### src/rtl/awg_pkg.sv
// Shared AWG definitions: default widths, sweep mode codes and sequencer state encoding.
package awg_pkg;

  localparam int unsigned AWG_FREQ_W  = 16;
  localparam int unsigned AWG_DWELL_W = 16;

  // Code 3 is reserved and behaves as single-shot.
  localparam logic [1:0] MODE_SINGLE   = 2'd0;
  localparam logic [1:0] MODE_REPEAT   = 2'd1;
  localparam logic [1:0] MODE_TRIANGLE = 2'd2;

  typedef enum logic [1:0] {
    ST_IDLE  = 2'd0,
    ST_DWELL = 2'd1,
    ST_STEP  = 2'd2
  } awg_state_e;

endpackage

### src/rtl/awg_dwell_timer.sv
// Loadable down-counter that stops at zero; expired flags the zero count.
module awg_dwell_timer
  import awg_pkg::*;
#(
  parameter int unsigned W = AWG_DWELL_W
) (
  input  logic         clk,
  input  logic         rst,
  input  logic         i_load,
  input  logic [W-1:0] i_value,
  output logic         o_expired
);

  logic [W-1:0] r_count;

  always_ff @(posedge clk or posedge rst) begin
    if (rst) begin
      r_count <= '0;
    end else if (i_load) begin
      r_count <= i_value;
    end else if (r_count != '0) begin
      r_count <= r_count - W'(1);
    end
  end

  assign o_expired = (r_count == '0);

endmodule

### src/rtl/awg_sweep_sequencer.sv
// Frequency-sweep scheduler: passes manual_freq through when idle, otherwise
// steps start..stop with a per-point dwell in single, repeat or triangle shape.
module awg_sweep_sequencer
  import awg_pkg::*;
#(
  parameter int unsigned FREQ_W  = AWG_FREQ_W,
  parameter int unsigned DWELL_W = AWG_DWELL_W
) (
  input  logic               clk,
  input  logic               rst,
  input  logic               cfg_valid,
  output logic               cfg_ready,
  input  logic [FREQ_W-1:0]  cfg_start,
  input  logic [FREQ_W-1:0]  cfg_stop,
  input  logic [FREQ_W-1:0]  cfg_step,
  input  logic [DWELL_W-1:0] cfg_dwell,
  input  logic [1:0]         cfg_mode,
  input  logic               start,
  input  logic               abort,
  input  logic [FREQ_W-1:0]  manual_freq,
  output logic [FREQ_W-1:0]  frequency,
  output logic               freq_update,
  output logic               busy,
  output logic               done,
  output logic               cfg_err,
  output logic               dir_down
);

  awg_state_e         r_state;
  logic [FREQ_W-1:0]  r_start, r_stop, r_step, r_freq;
  logic [DWELL_W-1:0] r_dwell;
  logic [1:0]         r_mode;
  logic               r_freq_update, r_busy, r_done, r_cfg_err, r_dir_down, r_cfg_ready;

  logic               w_cfg_acc, w_start_ok, w_start_acc;
  logic [FREQ_W-1:0]  w_eff_start, w_eff_stop, w_eff_step;
  logic [DWELL_W-1:0] w_eff_dwell, w_load_dwell, w_timer_value;
  logic               w_timer_load, w_timer_expired, w_load_zero;
  logic [FREQ_W:0]    w_sum;
  logic               w_up_ok, w_dn_ok, w_end, w_next_dir;
  logic [FREQ_W-1:0]  w_diff, w_next_freq;

  // A same-cycle config write is validated and used by the start it accompanies.
  assign w_cfg_acc   = cfg_valid & r_cfg_ready;
  assign w_eff_start = w_cfg_acc ? cfg_start : r_start;
  assign w_eff_stop  = w_cfg_acc ? cfg_stop  : r_stop;
  assign w_eff_step  = w_cfg_acc ? cfg_step  : r_step;
  assign w_eff_dwell = w_cfg_acc ? cfg_dwell : r_dwell;
  assign w_start_ok  = (w_eff_start <= w_eff_stop) && (w_eff_step != '0);
  assign w_start_acc = (r_state == ST_IDLE) && start && w_start_ok;

  // The STEP cycle is one of the dwell+1 visible cycles, so the timer holds
  // dwell-1 and a zero dwell skips DWELL entirely.
  assign w_load_dwell  = (r_state == ST_IDLE) ? w_eff_dwell : r_dwell;
  assign w_load_zero   = (w_load_dwell == '0);
  assign w_timer_value = w_load_zero ? '0 : (w_load_dwell - DWELL_W'(1));
  assign w_timer_load  = w_start_acc || ((r_state == ST_STEP) && !abort && !w_end);

  awg_dwell_timer #(.W(DWELL_W)) u_dwell_timer (
    .clk       (clk),
    .rst       (rst),
    .i_load    (w_timer_load),
    .i_value   (w_timer_value),
    .o_expired (w_timer_expired)
  );

  // One extra bit keeps freq+step and start+step from wrapping.
  assign w_sum   = {1'b0, r_freq} + {1'b0, r_step};
  assign w_up_ok = (w_sum <= {1'b0, r_stop});
  assign w_dn_ok = ({1'b0, r_freq} >= ({1'b0, r_start} + {1'b0, r_step}));
  assign w_diff  = r_freq - r_step;

  always_comb begin
    w_next_freq = r_freq;
    w_next_dir  = r_dir_down;
    w_end       = 1'b0;
    if (!r_dir_down) begin
      if (w_up_ok) begin
        w_next_freq = w_sum[FREQ_W-1:0];
      end else if (r_mode == MODE_TRIANGLE) begin
        if (w_dn_ok) begin
          w_next_freq = w_diff;
          w_next_dir  = 1'b1;
        end
      end else if (r_mode == MODE_REPEAT) begin
        w_next_freq = r_start;
      end else begin
        w_end = 1'b1;
      end
    end else begin
      if (w_dn_ok) begin
        w_next_freq = w_diff;
      end else if (w_up_ok) begin
        w_next_freq = w_sum[FREQ_W-1:0];
        w_next_dir  = 1'b0;
      end
    end
  end

  always_ff @(posedge clk or posedge rst) begin
    if (rst) begin
      r_state       <= ST_IDLE;
      r_start       <= '0;
      r_stop        <= '0;
      r_step        <= '0;
      r_dwell       <= '0;
      r_mode        <= '0;
      r_freq        <= '0;
      r_freq_update <= 1'b0;
      r_busy        <= 1'b0;
      r_done        <= 1'b0;
      r_cfg_err     <= 1'b0;
      r_dir_down    <= 1'b0;
      r_cfg_ready   <= 1'b0;
    end else begin
      r_freq_update <= 1'b0;
      r_done        <= 1'b0;
      r_cfg_err     <= 1'b0;
      case (r_state)
        ST_IDLE: begin
          if (w_cfg_acc) begin
            r_start <= cfg_start;
            r_stop  <= cfg_stop;
            r_step  <= cfg_step;
            r_dwell <= cfg_dwell;
            r_mode  <= cfg_mode;
          end
          if (w_start_acc) begin
            r_freq        <= w_eff_start;
            r_freq_update <= 1'b1;
            r_dir_down    <= 1'b0;
            r_busy        <= 1'b1;
            r_cfg_ready   <= 1'b0;
            r_state       <= w_load_zero ? ST_STEP : ST_DWELL;
          end else begin
            r_freq      <= manual_freq;
            r_cfg_err   <= start;
            r_busy      <= 1'b0;
            r_cfg_ready <= 1'b1;
          end
        end
        ST_DWELL, ST_STEP: begin
          if (abort || ((r_state == ST_STEP) && w_end)) begin
            r_freq        <= manual_freq;
            r_freq_update <= 1'b1;
            r_done        <= !abort;
            r_dir_down    <= 1'b0;
            r_busy        <= 1'b0;
            r_cfg_ready   <= 1'b1;
            r_state       <= ST_IDLE;
          end else if (r_state == ST_DWELL) begin
            if (w_timer_expired) r_state <= ST_STEP;
          end else begin
            r_freq        <= w_next_freq;
            r_dir_down    <= w_next_dir;
            r_freq_update <= 1'b1;
            r_state       <= w_load_zero ? ST_STEP : ST_DWELL;
          end
        end
        default: r_state <= ST_IDLE;
      endcase
    end
  end

  assign frequency   = r_freq;
  assign freq_update = r_freq_update;
  assign busy        = r_busy;
  assign done        = r_done;
  assign cfg_err     = r_cfg_err;
  assign dir_down    = r_dir_down;
  assign cfg_ready   = r_cfg_ready;

endmodule

### config.mk
export PLATFORM = sky130hd
export DESIGN_NAME = awg_sweep_sequencer
export DESIGN_NICKNAME = d
export VERILOG_FILES = /design/src/rtl/awg_pkg.sv /design/src/rtl/awg_dwell_timer.sv /design/src/rtl/awg_sweep_sequencer.sv
export SDC_FILE = /design/constraint.sdc
export NUM_CORES = 1
export LEC_CHECK = 0
export CAP_MARGIN = 40
export CORE_MARGIN = 8
export CORE_UTILIZATION = 45
export DETAILED_ROUTE_END_ITERATION = 16
export GPL_TIMING_DRIVEN = 0
export PLACE_DENSITY = 0.63
export SYNTH_ARGS = -nofsm -noshare
export SYNTH_HDL_FRONTEND = slang
export SYNTH_SLANG_ARGS = --single-unit
export TNS_END_PERCENT = 10
### constraint.sdc
create_clock -name clk -period 5.5 [get_ports clk]
set_clock_uncertainty 0.2 [all_clocks]
set_input_delay 0.825 -clock clk [delete_from_list [all_inputs] [get_ports clk]]
set_output_delay 0.825 -clock clk [all_outputs]
set_load 0.05 [all_outputs]
==> results of run 1 <==
[cells in the final DEF, fill, tap and decap left out, drive strengths merged, types with 45 or more instances in the layout]
cell,n
mux2,85
inv,78
nor2,63
ha,102
nand2,63
a21oi,68
clkbuf,45
clkdlybuf4s50,108
nor3,47
dfrtp,106
[sequential cells by signal, summed over array words and instances, names as in the netlist, 2 cells and up]
register               count
u_dwell_timer.r_count     16
r_step                    16
r_mode                     2
r_state                    2
frequency                 16
r_stop                    16
r_dwell                   16
r_start                   16
[metal layers]
layer	track usage, %	vias up	part of all wire [%]
li1	-	4338	-
met2	35.33	303	43
met1	34.14	4259	48
met5	0	-	0
met3	3.226	37	6.2
met4	7.397	0	2.6
[what timing repair did]
item,4_1_cts,5_1_grt
resized for setup,24,39
endpoints found under the setup margin,38,36
hold buffers,0,0
buffers inserted,5,5
pin swaps,2,2
[stage by stage]
| stage | setup TNS [ns] | utilization, % | setup WS, ns |
|---|---|---|---|
| 3_5_place_dp | -20.38 | 52.05 | -0.9759 |
| 5_1_grt | -0.07566 | 54.57 | -0.03950 |
| 2_1_floorplan | 0 | - | 0.4814 |
| 6_report | 0 | 54.57 | 0.1922 |
| 4_1_cts | 0 | 53.94 | 0.006662 |
| 3_3_place_gp | -25.45 | 51.89 | -0.9067 |
[worst max path at each step]
| stage | slack, ns | to | from | cells past startpoint |
|---|---|---|---|---|
| detailed placement | -0.98 | frequency[4]$_DFFE_PP0P_ | r_step[1]$_DFFE_PP0P_ | 23 |
| finish | 0.19 | frequency[8]$_DFFE_PP0P_ | frequency[8]$_DFFE_PP0P_ | 19 |
| global placement | -0.91 | frequency[4]$_DFFE_PP0P_ | r_step[1]$_DFFE_PP0P_ | 23 |
| floorplan | 0.48 | frequency[3]$_DFFE_PP0P_ | frequency[8]$_DFFE_PP0P_ | 20 |
| global route | -0.04 | frequency[3]$_DFFE_PP0P_ | r_step[1]$_DFFE_PP0P_ | 23 |
| CTS | 0.007 | frequency[8]$_DFFE_PP0P_ | r_step[3]$_DFFE_PP0P_ | 17 |
[cells by family (layout without fill, tap and decap cells)]
kind of cell               Yosys count  after routing  share of synthesized area (%)
AOI/OAI and AO/OA                  273            273                          18.98
xor gates and xnor gates            55             55                          4.921
adders and majority gates          105            105                          13.65
buffers and inverters              128            262                          5.177
DFF                                106            106                          27.10
muxes                              124            124                          13.77
and+or+nand+nor                    313            313                          16.40
[area by class of cell]
cell class / count / area (um2)
buffer: 51 / 247.7
clock buffer: 9 / 225.2
clock inverter: 7 / 77.57
fill: 2045 / 9823
inverter: 75 / 284.0
multi-input combinational: 870 / 6761
sequential: 106 / 2663
tap: 280 / 350.3
timing repair buffer: 120 / 1189
[worst max-delay path: stages (launching register included)]
cell       delay, ns
dfrtp_1         0.49
ha_1            0.33
clkbuf_2        0.22
inv_1           0.15
a21oi_1         0.19
o31ai_2         0.14
o41ai_2         0.33
buf_4           0.18
o21ai_0         0.11
xnor2_1         0.14
buf_4           0.16
ha_1            0.33
a21oi_1         0.16
and3_1          0.17
nor3b_1         0.21
a211o_1         0.27
o2111ai_4       0.24
a21o_1          0.37
or4_1           0.61
a41oi_1         0.22
==> flow_metrics.tcl, run 1 <==
set metrics [dict create \
    status "completed" \
    clk_pin_slew_ns 0.08 \
    hold_viol_final 0 \
    rsz0062_at_grt "yes" \
    critPathKind "reg2reg" \
    routedWlPerCell_um 20.63 \
    cts_buffers 9 \
    hold_path.class "reg2reg" \
    worst_ep_arrival_time_ns 5.39 \
    endpoint_kind "register" \
    die_area_um2 26730 \
    antenna_found_initial 0 \
    layout.nets 1425 \
    viasPerCell 5.887 \
    whs_endpoint "r_mode[0]$_DFFE_PP0P_" \
    rr_startpoint "frequency[8]$_DFFE_PP0P_" \
    h-tree-depth 3 \
    yosysMostFrequentCell "dfrtp_1" \
    design_area_um2 11800 \
    slew_violations 0 \
    vias 8937 \
    fmax_ghz 0.1884 \
    ant_nets 0 \
    ys_types 75 \
    rr_worst_depth 19 \
    cts_tree "done" \
    worstMarginPinSlew_ns 0.8244 \
    post_dp_cell_area_um2 11250 \
    gp_congestion 0.9372 \
    synth_nets 1296 \
    setup_viol 0 \
    grt_use_total_pct 23.52 \
    layout_min_cycle_time_ns 5.308 \
    min_from "r_mode[0]$_DFFE_PP0P_" \
    worstPathRequired_ns 5.58 \
    synth_area_um2 9788 \
    cts.sinks 106 \
    hold_depth 1 \
    syn_inst 1104 \
    drive_above_1_share_pct 15.11 \
    io_pins 109 \
    rrSetupSlack_ns 0.19 \
    port_buffers 108 \
    hold_ws_ns 0.3149 \
    fp.coreArea_um2 21620 \
    synth-seq-area-share_pct 27.10 \
    dieHeight_um 163.5 \
    synth_common_cells "106 x dfrtp_1, 102 x ha_1, 85 x mux2_2" \
    drt_wl_total_um 31320 \
    reg2reg_to "frequency[8]$_DFFE_PP0P_" \
    grt_pass1_vias 8654 \
    first_pass_iters 5 \
    timing.final.crit_share_pct 96.51 \
    start_util_pct 45.27 \
    critPathMaxFanout 10 \
    fp.dieW_um 163.5 \
    yosysTopAreaCell "dfrtp_1" \
    grt_pass1_wl_um 48670 \
    synth_top_area_share_pct 27.10 \
    relSlewSlack_pct 45.04 \
    cts_root_buf "clkbuf_16" \
    synth-edff-count 0 \
    drt-initial-drc-count 645 \
    dp.cells 1494 \
    clock_path_buffers 2 \
    ys_warn_count 0 \
    synth_area_leaders "dfrtp_1 27%, ha_1 13%, mux2_2 9.8%" \
    hpwl_um 25410 \
    area_delta_synth_final_pct 20.53 \
    ys.flop_type "dfrtp_1" \
    grt_max_degree 63 \
    clk_latency_ns 0.37 \
    remaining_drc_errors 0 \
    async_reset_ff_share_pct 100.0 \
    rows 54 \
    antenna_cells 0 \
    ys_ff_latch 106 \
    maxCapViolations 0 \
    grt.overflow.total 0 \
    critPathLaunchType "register" \
    syn_area_per_cell_um2 8.866 \
    layout.cells.non_filler 1518 \
]
Power of run 1 is left out: the tool's default activity adds up to more than one toggle a clock period on the data nets, which glitch-free logic cannot reach.
==> run 2: changes to the inputs <==
GPL_ROUTABILITY_DRIVEN = 0   (was unset)
clock period = 6.23 ns   (was 5.5 ns; I/O delays follow)
==> flow_metrics.tcl, run 2 (synthesized netlist as in run 1, its figures left out) <==
set metrics [dict create \
    grt_pass1_wl_um 47600 \
    grt_max_degree 59 \
    timing.final.crit_share_pct 96.00 \
    grt.overflow.total 0 \
    setup_viol 0 \
    place_ws_ns -0.1630 \
    cts_hold_buf 0 \
    worst_slack_ns 0.2495 \
    dieHeight_um 163.5 \
    hold_depth 1 \
    h-tree-depth 3 \
    layout_min_cycle_time_ns 5.981 \
    tns_ns 0 \
    hold_ws_ns 0.3148 \
    m1WireLength_um 14540 \
    viasPerCell 5.884 \
    grt_use_total_pct 22.88 \
    slew_violations 0 \
    endpoint_kind "register" \
    cts.sinks 106 \
    final_common_cell "clkdlybuf4s50_1" \
    fp.coreArea_um2 21620 \
    clk_pin_slew_ns 0.08 \
    rr_worst_depth 23 \
    postLayoutCoreUtil_pct 53.62 \
    first_pass_iters 5 \
    hold_viol_final 0 \
    die_area_um2 26730 \
    cts_root_buf "clkbuf_16" \
    wl_met3_um 2167 \
    antenna_found_initial 0 \
    grt_pass1_vias 8542 \
    ant_nets 0 \
    status "completed" \
    worstPathRequired_ns 6.30 \
    critPathLaunchType "register" \
    relSlewSlack_pct 45.17 \
    final_cell_mix "108 x clkdlybuf4s50_1, 105 x dfrtp_1, 102 x ha_1" \
    worst_ep_arrival_time_ns 6.05 \
    rr_startpoint "r_step[1]$_DFFE_PP0P_" \
    vias 8891 \
    layout.nets 1417 \
    port_buffers 108 \
    start_util_pct 45.27 \
    hpwl_um 24950 \
    maxCapViolations 0 \
    cts_tree "done" \
    clk_latency_ns 0.37 \
    hold_path.class "reg2reg" \
    critPathKind "reg2reg" \
    area_delta_synth_final_pct 18.43 \
    min_from "r_mode[0]$_DFFE_PP0P_" \
    routedWlPerCell_um 20.26 \
    io_pins 109 \
    remaining_drc_errors 0 \
    worstMarginPinSlew_ns 0.8225 \
    rows 54 \
    dr_wl_met2_um 13190 \
    clock_path_buffers 2 \
    top_layer_used "met4" \
    fp.dieW_um 163.5 \
    drt-initial-drc-count 512 \
    rsz0062_at_grt "yes" \
    fmax_ghz 0.1672 \
    drive_above_1_share_pct 11.71 \
    cts_buffers 9 \
    startpoint "r_step[1]$_DFFE_PP0P_" \
    critPathMaxFanout 10 \
    drt_wl_total_um 30610 \
]
-- run 2: cell count changes in the layout (fill, tap and decap cells not counted), moves of 3 or more --
| cell | change |
|---|---|
| a21oi_2 | -3 |
| clkbuf_1 | +11 |
| buf_2 | +4 |
| buf_4 | -12 |
| dfrtp_1 | +7 |
| a21oi_1 | +4 |
| dfrtp_2 | -7 |
| clkbuf_2 | -9 |
| clkbuf_4 | -4 |
-- run 2: area by class of cell --
class,instances,area [um2]
Tap cell,280,350.3
Buffer,53,226.5
Sequential cell,106,2654
Fill cell,2045,10030
Antenna cell,1,2.502
Clock buffer,9,225.2
Clock inverter,7,86.33
Multi-Input combinational cell,870,6650
Timing Repair Buffer,110,1114
Inverter,75,284.0
-- run 2: path summary, 6_finish.rpt --
| check | endpoint | slack (ns) |
|---|---|---|
| max in group asynchronous | r_step[1]$_DFFE_PP0P_ | 4.30 |
| min reg2reg | r_mode[0]$_DFFE_PP0P_ | 0.31 |
| max | frequency[3]$_DFFE_PP0P_ | 0.25 |
| min in group asynchronous | cfg_err$_DFF_PP0_ | 0.81 |
| min | r_mode[0]$_DFFE_PP0P_ | 0.31 |
| max reg2reg | frequency[3]$_DFFE_PP0P_ | 0.25 |
-- run 2: layer usage --
metal / vias up / GRT usage (%)
met5: - / 0
met1: 4226 / 32.78
li1: 4325 / -
met4: 0 / 6.777
met3: 37 / 4.083
met2: 303 / 34.37
-- run 2: worst max-delay path, stage by stage (launching register included) --
cell and delay, ns:
dfrtp_2 0.53, ha_1 0.32, a21o_1 0.18, a21oi_1 0.23
o21bai_1 0.10, a21oi_1 0.24, o21ai_1 0.20, a311o_1 0.42
a31o_2 0.24, a21oi_1 0.17, xor2_1 0.09, ha_1 0.30
nand2_1 0.07, nor3_2 0.29, o221ai_1 0.18, a21oi_1 0.28
o21ai_0 0.26, clkbuf_1 0.31, nor2_2 0.24, buf_2 0.26
buf_2 0.26, a2bb2oi_1 0.18, o211ai_1 0.12, a41oi_1 0.23
-- run 2: through the flow --
| stage | cells | instance area, um2 |
|---|---|---|
| finish | 1511 | 11590 |
| detailed placement | 1494 | 11250 |
| global placement | 1492 | 11220 |
| floorplan | 1104 | 9788 |
| CTS | 1510 | 11570 |
| global route | 1510 | 11590 |
-- run 2: what timing repair did --
item                                    in CTS  in global routing
endpoints found under the setup margin      10                 23
gates resized for setup                      2                  7
setup buffers                                0                  0
Power of run 2 is left out for the same reason.
